### config.mk
export PLATFORM = sky130hd
export DESIGN_NAME = block_state_arbiter
export DESIGN_NICKNAME = d
export VERILOG_FILES = /design/src/rtl/block_state_arbiter_pkg.sv /design/src/rtl/block_state_ram.sv /design/src/rtl/block_state_arbiter.sv
export SDC_FILE = /design/constraint.sdc
export NUM_CORES = 1
export LEC_CHECK = 0
export BUFFER_PORTS_ARGS = -buffer_cell sky130_fd_sc_hd__buf_4
export CAP_MARGIN = 10
export CORE_MARGIN = 2
export CORE_UTILIZATION = 51
export CTS_CLUSTER_DIAMETER = 50
export DETAILED_ROUTE_END_ITERATION = 12
export GPL_TIMING_DRIVEN = 0
export PLACE_DENSITY = 0.69
export SKIP_LAST_GASP = 1
export SYNTH_ARGS = -nofsm -noshare
export SYNTH_HDL_FRONTEND = slang
export SYNTH_SLANG_ARGS = --single-unit
### constraint.sdc
create_clock -name i_clk -period 7.4 [get_ports i_clk]
set_clock_uncertainty 0.2 [all_clocks]
set_input_delay 0 -clock i_clk [delete_from_list [all_inputs] [get_ports i_clk]]
set_output_delay 0 -clock i_clk [all_outputs]
set_load 0.05 [all_outputs]
### src/rtl/block_state_arbiter_pkg.sv
// Block-field geometry and address helpers shared by the arbiter,
// its block-state RAM and the renderer.
package block_state_arbiter_pkg;

    localparam int BLOCK_ROW_COUNT = 7;
    localparam int BLOCK_COL_COUNT = 12;
    localparam int BLOCK_COUNT     = BLOCK_ROW_COUNT * BLOCK_COL_COUNT;
    localparam int ADDR_W          = 7;

    function automatic logic addr_in_range(input logic [ADDR_W-1:0] addr);
        return addr < ADDR_W'(BLOCK_COUNT);
    endfunction

endpackage

### src/rtl/block_state_ram.sv
// Single-port BLOCK_COUNT x 1 alive-bit store: synchronous write, registered read.
// Out-of-range addresses read as 0 and ignore writes.
module block_state_ram
    import block_state_arbiter_pkg::*;
(
    input  logic              i_clk,
    input  logic [ADDR_W-1:0] i_addr,
    input  logic              i_we,
    input  logic              i_wdata,
    output logic              o_rdata
);

    logic r_mem [BLOCK_COUNT];
    logic r_rdata;

    always_ff @(posedge i_clk) begin
        if (i_we && addr_in_range(i_addr)) begin
            r_mem[i_addr] <= i_wdata;
        end
        r_rdata <= addr_in_range(i_addr) ? r_mem[i_addr] : 1'b0;
    end

    assign o_rdata = r_rdata;

endmodule

### src/rtl/block_state_arbiter.sv
// Shares the block-alive RAM between the renderer (priority during active video)
// and game-logic query/clear requests; sequences level refill and tracks live blocks.
//
// state   | meaning
// --------+---------------------------------------------------------
// FILL    | writing 1 to mem[ptr], one block per idle-video cycle
// IDLE    | waiting for a pending refill or a logic request
// READ    | logic address was presented; capture its alive bit
// WRITE   | clear the live block and decrement the live count
// ACK     | one-cycle completion pulse to game logic
module block_state_arbiter
    import block_state_arbiter_pkg::*;
(
    input  logic              i_clk,
    input  logic              i_rst_n,
    input  logic              i_render_active,
    input  logic [ADDR_W-1:0] i_render_addr,
    output logic              o_render_alive,
    input  logic              i_logic_req,
    input  logic              i_logic_op,
    input  logic [ADDR_W-1:0] i_logic_addr,
    output logic              o_logic_ack,
    output logic              o_logic_alive,
    input  logic              i_fill_start,
    output logic              o_fill_busy,
    output logic [ADDR_W-1:0] o_alive_count,
    output logic              o_level_clear
);

    typedef enum logic [2:0] {
        ST_FILL  = 3'd0,
        ST_IDLE  = 3'd1,
        ST_READ  = 3'd2,
        ST_WRITE = 3'd3,
        ST_ACK   = 3'd4
    } state_t;

    localparam logic [ADDR_W-1:0] LAST_ADDR  = ADDR_W'(BLOCK_COUNT - 1);
    localparam logic [ADDR_W-1:0] FULL_COUNT = ADDR_W'(BLOCK_COUNT);

    state_t            r_state;
    logic [ADDR_W-1:0] r_ptr;
    logic [ADDR_W-1:0] r_alive_count;
    logic              r_fill_pend;
    logic              r_logic_ack;
    logic              r_logic_alive;
    logic              r_render_valid;
    logic              r_rd_pend;
    logic              r_rd_bit;

    logic [ADDR_W-1:0] w_ram_addr;
    logic              w_ram_we;
    logic              w_ram_wdata;
    logic              w_rd_data;
    logic              w_logic_bit;
    logic              w_fill_busy;

    block_state_ram u_ram (
        .i_clk   (i_clk),
        .i_addr  (w_ram_addr),
        .i_we    (w_ram_we),
        .i_wdata (w_ram_wdata),
        .o_rdata (w_rd_data)
    );

    always_comb begin
        w_ram_addr  = i_logic_addr;
        w_ram_we    = 1'b0;
        w_ram_wdata = 1'b0;
        if (i_render_active) begin
            w_ram_addr = i_render_addr;
        end else if (r_state == ST_FILL) begin
            w_ram_addr  = r_ptr;
            w_ram_we    = 1'b1;
            w_ram_wdata = 1'b1;
        end else if (r_state == ST_WRITE) begin
            w_ram_we = 1'b1;
        end
    end

    // A render edge can land between accept and READ; r_rd_bit keeps the logic read alive.
    assign w_logic_bit = (r_rd_pend ? w_rd_data : r_rd_bit) & addr_in_range(i_logic_addr);

    always_ff @(posedge i_clk or negedge i_rst_n) begin
        if (!i_rst_n) begin
            r_state        <= ST_FILL;
            r_ptr          <= '0;
            r_alive_count  <= '0;
            r_fill_pend    <= 1'b0;
            r_logic_ack    <= 1'b0;
            r_logic_alive  <= 1'b0;
            r_render_valid <= 1'b0;
            r_rd_pend      <= 1'b0;
            r_rd_bit       <= 1'b0;
        end else begin
            r_render_valid <= i_render_active && addr_in_range(i_render_addr);
            r_rd_pend      <= 1'b0;
            if (r_rd_pend) begin
                r_rd_bit <= w_rd_data;
            end
            if (r_state == ST_ACK) begin
                r_logic_ack <= 1'b0;
                r_state     <= ST_IDLE;
            end else if (!i_render_active) begin
                case (r_state)
                    ST_FILL: begin
                        if (r_fill_pend) begin
                            r_ptr       <= '0;
                            r_fill_pend <= 1'b0;
                        end else if (r_ptr == LAST_ADDR) begin
                            r_state       <= ST_IDLE;
                            r_alive_count <= FULL_COUNT;
                        end else begin
                            r_ptr <= r_ptr + 1'b1;
                        end
                    end
                    ST_IDLE: begin
                        if (r_fill_pend) begin
                            r_ptr       <= '0;
                            r_fill_pend <= 1'b0;
                            r_state     <= ST_FILL;
                        end else if (i_logic_req) begin
                            r_state   <= ST_READ;
                            r_rd_pend <= 1'b1;
                        end
                    end
                    ST_READ: begin
                        r_logic_alive <= w_logic_bit;
                        if (i_logic_op && w_logic_bit) begin
                            r_state <= ST_WRITE;
                        end else begin
                            r_state     <= ST_ACK;
                            r_logic_ack <= 1'b1;
                        end
                    end
                    ST_WRITE: begin
                        r_alive_count <= r_alive_count - 1'b1;
                        r_state       <= ST_ACK;
                        r_logic_ack   <= 1'b1;
                    end
                    default: r_state <= ST_IDLE;
                endcase
            end
            if (i_fill_start) begin
                r_fill_pend <= 1'b1;
            end
        end
    end

    assign w_fill_busy    = (r_state == ST_FILL) || r_fill_pend;
    assign o_fill_busy    = w_fill_busy;
    assign o_render_alive = w_rd_data & r_render_valid;
    assign o_logic_ack    = r_logic_ack;
    assign o_logic_alive  = r_logic_alive;
    assign o_alive_count  = r_alive_count;
    assign o_level_clear  = (r_alive_count == '0) && !w_fill_busy;

endmodule

==> results.cfg, run 1 <==
[outcome]
run_status = finished, final reports clean

[placed_design]
dpl.cell_count = 665
io_buffers = 31
placed_area_sq_um = 5930
final_wtd_congestion = 0.855
place.detailed.hpwl_um = 8810
dpl_worst_slack_ns = 4.05

[critical_path]
critical_path_class = reg -> reg
critPathLaunchType = register
rr_endpoint = u_ram.r_mem[80]
worstPathCellList = buf_6 > buf_6 > nor4b_1 > o31a_1 > clkbuf_1 > o21ai_1 > a21oi_1 > nor3_2 > nand3_1 > buf_4 > nor2_1
critPathArrivalTime_ns = 3.35
worst_setup_end_kind = register
timing.critical_path.required_ns = 7.34
worstPathMaxFanout = 10
slack_of_the_worst_reg_to_reg_path_ns = 3.99
cpLargestDelayFamily = buffers and inverters
crit_top_cell = sky130_fd_sc_hd__buf_6
critical_path.max_stage_delay_ns = 0.50
rr_startpoint = r_state[2]
worst_r2r_path_depth = 11
worstPathBufferInverterCount = 4
cp_slowest_cell = sky130_fd_sc_hd__clkbuf_1

[timing]
finalHoldViolCount = 0
final_min_period_over_clock_period = 0.460
maxSlewViolCount = 0
final-setup-viol-count = 0
min_period_ns = 3.41
timing_worst_slew_pin_value_ns = 1.11
hold-worst-slack_ns = 0.151
grt_setup_unrepaired = false
tns_ns = 0
worst_slack_ns = 3.99
max_slew_margin = 0.260
fmaxAchievable_mhz = 294

[synth]
postSynth.asyncResetShare = 0.213
post_synth.cell_area_avg_sq_um = 11.1
ys_top_cells_by_count = 111 x sky130_fd_sc_hd__nor2_1, 84 x sky130_fd_sc_hd__edfxtp_1, 43 x sky130_fd_sc_hd__nand2_1
post_synth_inst_count = 497
post_synthesis_cell_type_count = 69
synth_most_common_cell = sky130_fd_sc_hd__nor2_1
number_of_flops_mapped_to_enable_cells_by_yosys = 84
ys_seq_elements = 108
yosys_top_cell_area_share = 0.459
ys_dominant_reg_cell = sky130_fd_sc_hd__edfxtp_1
synth-seq-area-share = 0.567
yosysTopAreaCell = sky130_fd_sc_hd__edfxtp_1
synth.yosys.warnings = 0
post_synthesis_cell_area_sq_um = 5500
ys_top_cells_by_area = sky130_fd_sc_hd__edfxtp_1 46%, sky130_fd_sc_hd__dfrtp_1 10%, sky130_fd_sc_hd__nor2_1 7.6%
synth_fp_nets = 519

[job]
max_capacitance_violation_total = 0

[global_routing]
grt.total_usage = 0.237
grt_antenna_before_repair = 0
first_pass_grt_wire_length_um = 20800
grt_pass1_vias = 3972
globalRouteOverflowTotal = 0
grt_max_degree = 48

[finish]
final_layout_size_suffix_gt1_frac = 0.184
antenna_cells = 0
utilization = 0.599
filler_cell_count = 863
filler_free_cell_count_of_the_finished_design = 690
post-route-cell-area_sq_um = 6240
layout.nets = 571
layout-area-overhead-vs-synth_pct = 13.6

[clock_network]
cts.root.buffer_cell = sky130_fd_sc_hd__clkbuf_8
tritoncts.num_buffers = 9
cts.reportedPaths.clkPinSlew_ns = 0.11
clkLatencyLatePin_ns = 0.38
tritoncts_num_sinks = 108
cts_buffer_depth = 2
cts_setup_buffers = 0
tritoncts = yes
cts_htree_levels = 3

[drt]
met2WireLength_um = 6250
antenna_violating_nets_post_route = 0
routed_wire_length_per_instance_um = 18.7
drt-total-wl_um = 12900
top_layer_used = met4
drt_first_pass_iters = 5
remaining_drc_errors = 0
vias = 4104
initialDrtViolationCount = 277
route.met3.wl_um = 803
vias_per_cell = 5.95
routedLengthMet1_um = 5520

[floorplan]
starting_density_of_the_core = 0.528
boundaryPins = 32
floorplan.rows = 37
die_height_um = 108
floorplan.die_area_sq_um = 11600
core_sq_um = 10400
die_width_um = 108

[min_path]
hold_path.startpoint = i_fill_start
hold-path-endpoint = r_fill_pend
worst_hold_path.num_cells = 3
hp-class = in -> reg

[pwr]
p_sw_frac = 0.381
p_int_mw = 1.13
power_density_nw_per_um2 = 293
clkPwrFrac = 0.216
vdd_ir_drop_max_v = 0.000176
seq_power_share = 0.420
power.leakage_nw = 2.13
comb_power_share = 0.364
power.total_mw = 1.83
power_switching_mw = 0.698
flip-flops by register name, summed over array words and instances (netlist names):
register        flops
u_ram.o_rdata       1
r_state             3
o_alive_count       7
r_render_valid      1
o_logic_alive       1
r_rd_bit            1
r_rd_pend           1
r_fill_pend         1
u_ram.r_mem        84
o_logic_ack         1
r_ptr               7
logic make-up after synthesis:
family,after synthesis,share of synthesized area
mux,30,0.0622
compound gates,102,0.139
xor+xnor,5,0.00797
buf+inv,34,0.0360
fa+ha+maj,2,0.00455
simple gates,216,0.183
flops,108,0.567
power groups by stage:
| stage | clock network (mW) | logic, mW | registers [mW] |
|---|---|---|---|
| floorplan | 0 | 0.396 | 0.855 |
| global placement | 0 | 0.636 | 0.790 |
| detailed placement | 0 | 0.657 | 0.784 |
| CTS | 0.399 | 0.662 | 0.770 |
| global route | 0.419 | 0.722 | 0.777 |
| finish | 0.395 | 0.666 | 0.770 |
final cells by class:
type                    instances  area [sq um]  share of cell area
clock buffers                   9           124              0.0198
plain buffers                  29           179              0.0287
clock inverters                 7           103              0.0164
inverters                       5          18.8             0.00301
flip-flops and latches        108          3120               0.499
multi-input cells             355          2190               0.350
well taps                     136           170              0.0273
repair buffers                 41           343              0.0549
worst max-delay path by stage:
stage               slack [ns]  depth (start not counted)               to        from
floorplan                 3.64                          4   u_ram.r_mem[0]  r_state[2]
global placement          2.26                          4  u_ram.r_mem[28]  r_state[2]
detailed placement        4.05                         11   u_ram.r_mem[0]  r_state[2]
CTS                       4.03                         11  u_ram.r_mem[80]  r_state[2]
global route              3.77                         11  u_ram.r_mem[16]  r_state[2]
finish                    3.99                         11  u_ram.r_mem[80]  r_state[2]
timing repair:
item / CTS / global route
gates resized for setup: 0 / 0
hold endpoints to repair: 31 / 0
hold buffers: 9 / 0
cell usage in the layout (no fill, tap or decap), types with 3 or more instances in the layout:
master	instances
sky130_fd_sc_hd__a211o_1	3
sky130_fd_sc_hd__a211oi_1	3
sky130_fd_sc_hd__a21oi_1	14
sky130_fd_sc_hd__a221oi_1	5
sky130_fd_sc_hd__a31oi_1	6
sky130_fd_sc_hd__buf_2	8
sky130_fd_sc_hd__buf_4	35
sky130_fd_sc_hd__buf_6	6
sky130_fd_sc_hd__clkbuf_1	11
sky130_fd_sc_hd__clkbuf_8	9
sky130_fd_sc_hd__dfrtp_1	23
sky130_fd_sc_hd__dlygate4sd3_1	9
sky130_fd_sc_hd__edfxtp_1	84
sky130_fd_sc_hd__inv_1	4
sky130_fd_sc_hd__mux2_2	12
sky130_fd_sc_hd__mux2i_1	15
sky130_fd_sc_hd__nand2_1	43
sky130_fd_sc_hd__nand2_2	5
sky130_fd_sc_hd__nand2b_1	8
sky130_fd_sc_hd__nand3_1	10
sky130_fd_sc_hd__nor2_1	110
sky130_fd_sc_hd__nor2b_1	6
sky130_fd_sc_hd__nor3_1	5
sky130_fd_sc_hd__nor4b_1	3
sky130_fd_sc_hd__o211ai_1	3
sky130_fd_sc_hd__o21ai_0	16
sky130_fd_sc_hd__o31a_1	6
sky130_fd_sc_hd__o31ai_1	12
sky130_fd_sc_hd__or2_2	3
sky130_fd_sc_hd__or3_1	5
sky130_fd_sc_hd__xnor2_1	5
worst reg2reg max path: stages, from the launching register on:
cell and delay (ns):
sky130_fd_sc_hd__dfrtp_1 0.40, sky130_fd_sc_hd__buf_6 0.14, sky130_fd_sc_hd__buf_6 0.13, sky130_fd_sc_hd__nor4b_1 0.43
sky130_fd_sc_hd__o31a_1 0.18, sky130_fd_sc_hd__clkbuf_1 0.50, sky130_fd_sc_hd__o21ai_1 0.16, sky130_fd_sc_hd__a21oi_1 0.43
sky130_fd_sc_hd__nor3_2 0.16, sky130_fd_sc_hd__nand3_1 0.15, sky130_fd_sc_hd__buf_4 0.23, sky130_fd_sc_hd__nor2_1 0.08
routing by layer:
metal | GRT usage | vias to the layer above
li1 | - | 1933
met1 | 0.314 | 2001
met2 | 0.389 | 142
met3 | 0.0490 | 28
met4 | 0.0842 | 0
met5 | 0 | -
(Power assumes the default switching activity.)
==> run 2, diff against run 1 <==
ABC_AREA = 1   (was default)
clock period = 3.3 ns   (was 7.4 ns; I/O delays follow)
==> results.cfg, run 2 <==
[synth]
yosys_top_cell_area_share = 0.445
post_synth.cell_area_avg_sq_um = 8.39
ys_top_cells_by_count = 204 x sky130_fd_sc_hd__nand2_1, 129 x sky130_fd_sc_hd__nor2_1, 84 x sky130_fd_sc_hd__edfxtp_1
post_synthesis_cell_type_count = 40
ys_dominant_reg_cell = sky130_fd_sc_hd__edfxtp_1
synth_fp_nets = 697
post_synthesis_cell_area_sq_um = 5660
postSynth.asyncResetShare = 0.213
number_of_flops_mapped_to_enable_cells_by_yosys = 84
synth.yosys.warnings = 0
post_synth_inst_count = 675
yosysTopAreaCell = sky130_fd_sc_hd__edfxtp_1
ys_top_cells_by_area = sky130_fd_sc_hd__edfxtp_1 45%, sky130_fd_sc_hd__nand2_1 14%, sky130_fd_sc_hd__dfrtp_1 10%
ys_seq_elements = 108
synth_most_common_cell = sky130_fd_sc_hd__nand2_1
synth-seq-area-share = 0.551

[finish]
most-common-layout-cells = 204 x sky130_fd_sc_hd__nand2_1, 128 x sky130_fd_sc_hd__nor2_1, 84 x sky130_fd_sc_hd__edfxtp_1
final_layout_size_suffix_gt1_frac = 0.122
layout-area-overhead-vs-synth_pct = 14.0
filler_free_cell_count_of_the_finished_design = 876
largest-register = u_ram.r_mem
filler_cell_count = 966
commonest_non_fill_non_tap_cell_in_the_layout = sky130_fd_sc_hd__nand2_1
layout.nets = 753
antenna_cells = 0
post-route-cell-area_sq_um = 6460
largest_register_ff_count = 84

[floorplan]
boundaryPins = 32
starting_density_of_the_core = 0.522
die_width_um = 109
core_sq_um = 10800
floorplan.rows = 38
die_height_um = 109
floorplan.die_area_sq_um = 12000

[critical_path]
critPathArrivalTime_ns = 3.11
worstPathMaxFanout = 10
timing.critical_path.required_ns = 3.39
worst_setup_end_kind = register
critPathLaunchType = register
critical_path_class = reg -> reg

[global_routing]
globalRouteOverflowTotal = 0
first_pass_grt_wire_length_um = 21600
grt.total_usage = 0.243
grt_max_degree = 46
grt_antenna_before_repair = 0
grt_pass1_vias = 4402

[placed_design]
io_buffers = 30
place.detailed.hpwl_um = 8890
final_wtd_congestion = 0.907
dpl.cell_count = 846
placed_area_sq_um = 6090

[timing]
timing_worst_slew_pin_value_ns = 1.09
final_min_period_over_clock_period = 0.914
final-setup-viol-count = 0
finalHoldViolCount = 0
maxSlewViolCount = 0
max_slew_margin = 0.273
grt_setup_unrepaired = true
fmaxAchievable_mhz = 331
min_period_ns = 3.02

[pwr]
power_density_nw_per_um2 = 643
vdd_ir_drop_max_v = 0.000336
power.leakage_nw = 2.76

[clock_network]
clkLatencyLatePin_ns = 0.38
cts_buffer_depth = 2
tritoncts = yes
cts_htree_levels = 3
cts.reportedPaths.clkPinSlew_ns = 0.10
tritoncts_num_sinks = 108
cts.root.buffer_cell = sky130_fd_sc_hd__clkbuf_8
tritoncts.num_buffers = 9

[drt]
drt_first_pass_iters = 8
vias_per_cell = 5.26
drt-total-wl_um = 13400
routed_wire_length_per_instance_um = 15.3
antenna_violating_nets_post_route = 0
initialDrtViolationCount = 349
remaining_drc_errors = 0
vias = 4608

[min_path]
hp-class = in -> reg

[outcome]
run_status = finished, final reports clean

[job]
max_capacitance_violation_total = 0
==> run 2: final cells by class <==
class | count | area (sq um) | area share
Buffer | 18 | 121 | 0.0188
Clock buffer | 13 | 169 | 0.0262
Clock inverter | 3 | 45.0 | 0.00698
Inverter | 81 | 304 | 0.0471
Multi-Input combinational cell | 468 | 2130 | 0.330
Sequential cell | 108 | 3120 | 0.483
Tap cell | 140 | 175 | 0.0271
Timing Repair Buffer | 45 | 395 | 0.0612
==> run 2: power breakdown <==
part,internal (mW),switching (mW)
Clock,0.414,0.446
Combinational,0.457,1.13
Sequential,1.64,0.0655
Total,2.51,1.64
==> run 2: critical path, stage by stage, from the launching register on <==
cell and delay [ns]:
sky130_fd_sc_hd__dfrtp_1 0.44, sky130_fd_sc_hd__nor2_4 0.22, sky130_fd_sc_hd__nand2_4 0.12, sky130_fd_sc_hd__nand2_1 0.08
sky130_fd_sc_hd__nand3_1 0.16, sky130_fd_sc_hd__nand2_1 0.24, sky130_fd_sc_hd__buf_2 0.28, sky130_fd_sc_hd__buf_2 0.33
sky130_fd_sc_hd__nand2_1 0.09, sky130_fd_sc_hd__o211ai_1 0.11, sky130_fd_sc_hd__nand2_1 0.08, sky130_fd_sc_hd__o21ai_0 0.21
sky130_fd_sc_hd__nand3_1 0.09, sky130_fd_sc_hd__nand2_1 0.06, sky130_fd_sc_hd__nand3_1 0.11, sky130_fd_sc_hd__nand2_1 0.08
sky130_fd_sc_hd__inv_1 0.04
==> run 2: repair_timing <==
item                                   CTS  global route
setup endpoints to repair                0            68
setup buffers                            0             1
hold buffers                            13             0
gates resized for setup                  0             4
endpoints found under the hold margin   58             0
==> run 2: worst paths after layout <==
check	end	cells past startpoint	slack, ns	startpoint
min in group asynchronous	r_ptr[1]	3	0.70	i_rst_n
worst max register to register	u_ram.o_rdata	16	0.28	r_state[0]
worst min register to register	o_logic_ack	2	0.34	o_logic_ack
worst min-delay path	r_state[1]	6	0.07	i_logic_addr[5]
max in group asynchronous	o_alive_count[6]	3	1.54	i_rst_n
worst max-delay path	u_ram.o_rdata	16	0.28	r_state[0]
==> run 2: cell families after synthesis <==
kind of cell,synth area share
mux,0.00199
buf+inv,0.0747
simple gates,0.316
compound gates,0.0506
xor+xnor,0.00155
flops,0.551
fa+ha+maj,0.00442
==> run 2: metrics by stage <==
step / TNS, ns / hold WS, ns / total power, mW / utilization / worst slack [ns]
3_5_place_dp: 0 / -0.286 / 3.27 / 0.562 / 0.131
3_3_place_gp: -28.46 / -0.292 / 3.22 / 0.560 / -0.340
2_1_floorplan: 0 / -0.496 / 2.82 / - / 0.605
6_report: 0 / 0.0700 / 4.15 / 0.596 / 0.282
4_1_cts: 0 / 0.0476 / 4.12 / 0.594 / 0.122
5_1_grt: -0.0300 / 0.109 / 4.39 / 0.596 / -0.0300
==> run 2: per-layer routing <==
metal  global-route usage  vias to the layer above  part of all wire
li1                     -                     2278                 -
met1                0.324                     2178              0.45
met2                0.399                      123              0.48
met3               0.0308                       29             0.045
met4                0.107                        0             0.026
met5                    0                        -                 0
==> run 3, diff against run 2 <==
ABC_AREA = default   (was 1)
==> results.cfg, run 3 (synthesis results as in run 1) <==
[pwr]
vdd_ir_drop_max_v = 0.000412
power.leakage_nw = 2.13
power.total_mw = 4.09
power_density_nw_per_um2 = 655

[floorplan]
starting_density_of_the_core = 0.528
die_height_um = 108
core_sq_um = 10400
boundaryPins = 32
floorplan.rows = 37
floorplan.die_area_sq_um = 11600
die_width_um = 108

[drt]
drt_first_pass_iters = 7
vias = 4184
remaining_drc_errors = 0
initialDrtViolationCount = 370
antenna_violating_nets_post_route = 0
vias_per_cell = 6.07
routed_wire_length_per_instance_um = 19.4
drt-total-wl_um = 13400

[timing]
grt_setup_unrepaired = true
timing_worst_slew_pin_value_ns = 1.07
maxSlewViolCount = 0
min_period_ns = 3.14
fmaxAchievable_mhz = 319
tns_ns = 0
finalHoldViolCount = 0
final-setup-viol-count = 0
hold-worst-slack_ns = 0.137
final_min_period_over_clock_period = 0.951
max_slew_margin = 0.287

[finish]
commonest_non_fill_non_tap_cell_in_the_layout = sky130_fd_sc_hd__nor2_1
antenna_cells = 0
post-route-cell-area_sq_um = 6240
layout.nets = 570
layout-area-overhead-vs-synth_pct = 13.5
sequential_cell_area_sq_um = 3120
largest-register = u_ram.r_mem
filler_cell_count = 887
utilization = 0.599
most-common-layout-cells = 110 x sky130_fd_sc_hd__nor2_1, 84 x sky130_fd_sc_hd__edfxtp_1, 43 x sky130_fd_sc_hd__nand2_1
final_layout_size_suffix_gt1_frac = 0.186
multi_input_logic_area_sq_um = 2210
largest_register_ff_count = 84

[clock_network]
cts.reportedPaths.clkPinSlew_ns = 0.11
clkLatencyLatePin_ns = 0.39
cts.root.buffer_cell = sky130_fd_sc_hd__clkbuf_8
tritoncts.num_buffers = 9
cts_setup_buffers = 0
tritoncts = yes
cts_buffer_depth = 2
cts_htree_levels = 3
tritoncts_num_sinks = 108

[min_path]
hold-path-endpoint = u_ram.o_rdata
hold_path.startpoint = i_logic_addr[5]
worst_hold_path.num_cells = 5
hp-class = in -> reg

[critical_path]
critical_path_class = reg -> reg
timing.critical_path.required_ns = 3.21
slack_of_the_worst_reg_to_reg_path_ns = 0.16
critPathArrivalTime_ns = 3.05
rr_startpoint = r_state[2]
rr_endpoint = u_ram.r_mem[16]
critPathLaunchType = register
worstPathMaxFanout = 10
worst_setup_end_kind = register
worst_r2r_path_depth = 11

[placed_design]
final_wtd_congestion = 0.918
placed_area_sq_um = 5930
io_buffers = 31
place.detailed.hpwl_um = 8950

[global_routing]
globalRouteOverflowTotal = 0
grt_antenna_before_repair = 0
grt_pass1_vias = 4063
grt.total_usage = 0.243
grt_max_degree = 48
first_pass_grt_wire_length_um = 21200

[outcome]
run_status = finished, final reports clean

[job]
max_capacitance_violation_total = 0
-- run 3: worst max path at each step --
stage | start | depth (start not counted) | endpoint
after CTS | r_state[0] | 10 | u_ram.r_mem[16]
after global routing | r_state[0] | 11 | u_ram.r_mem[16]
after global placement | r_state[2] | 4 | u_ram.r_mem[27]
final | r_state[2] | 11 | u_ram.r_mem[16]
after floorplan | r_state[2] | 4 | u_ram.r_mem[0]
after detailed placement | r_state[2] | 11 | u_ram.r_mem[16]
-- run 3: metal layers --
metal | part of all wire | track usage | vias to the layer above
li1 | - | - | 1924
met3 | 0.066 | 0.0533 | 34
met5 | 0 | 0 | -
met1 | 0.43 | 0.315 | 2063
met4 | 0.024 | 0.0916 | 0
met2 | 0.48 | 0.399 | 163
-- run 3: cell type report --
type	count	share of cell area
sequential	108	0.500
multi-input combinational	355	0.354
timing repair buffer	41	0.0561
buffer	28	0.0285
tap	136	0.0273
clock buffer	9	0.0199
clock inverter	7	0.0120
inverter	5	0.00301
-- run 3: through the flow --
step | cells | worst slack, ns
after global placement | 664 | -0.513
final | 689 | 0.162
after global routing | 689 | -0.0142
after floorplan | 497 | 0.435
after CTS | 689 | 0.0291
after detailed placement | 665 | -0.0203
-- run 3: critical path: stages, from the launching register on --
cell and delay [ns]:
sky130_fd_sc_hd__dfrtp_1 0.38, sky130_fd_sc_hd__buf_6 0.13, sky130_fd_sc_hd__buf_6 0.13, sky130_fd_sc_hd__o31ai_1 0.36, sky130_fd_sc_hd__a31oi_1 0.17, sky130_fd_sc_hd__clkbuf_4 0.25
sky130_fd_sc_hd__o21ai_1 0.17, sky130_fd_sc_hd__a21oi_2 0.12, sky130_fd_sc_hd__nor3_2 0.35, sky130_fd_sc_hd__nand3_1 0.17, sky130_fd_sc_hd__buf_4 0.25, sky130_fd_sc_hd__nor2_1 0.17
-- run 3: repair_timing --
item                                    4_1_cts  5_1_grt
gates resized for setup                       0        5
endpoints found under the hold margin        38        0
endpoints found under the setup margin       20       81
pin swaps                                     0        0
hold buffers                                  9        0
-- run 3: where the power goes --
part	switching [mW]	internal, mW	total [mW]
combinational	1.01	0.519	1.53
clock	0.473	0.357	0.830
sequential	0.0762	1.65	1.73
total	1.56	2.53	4.09
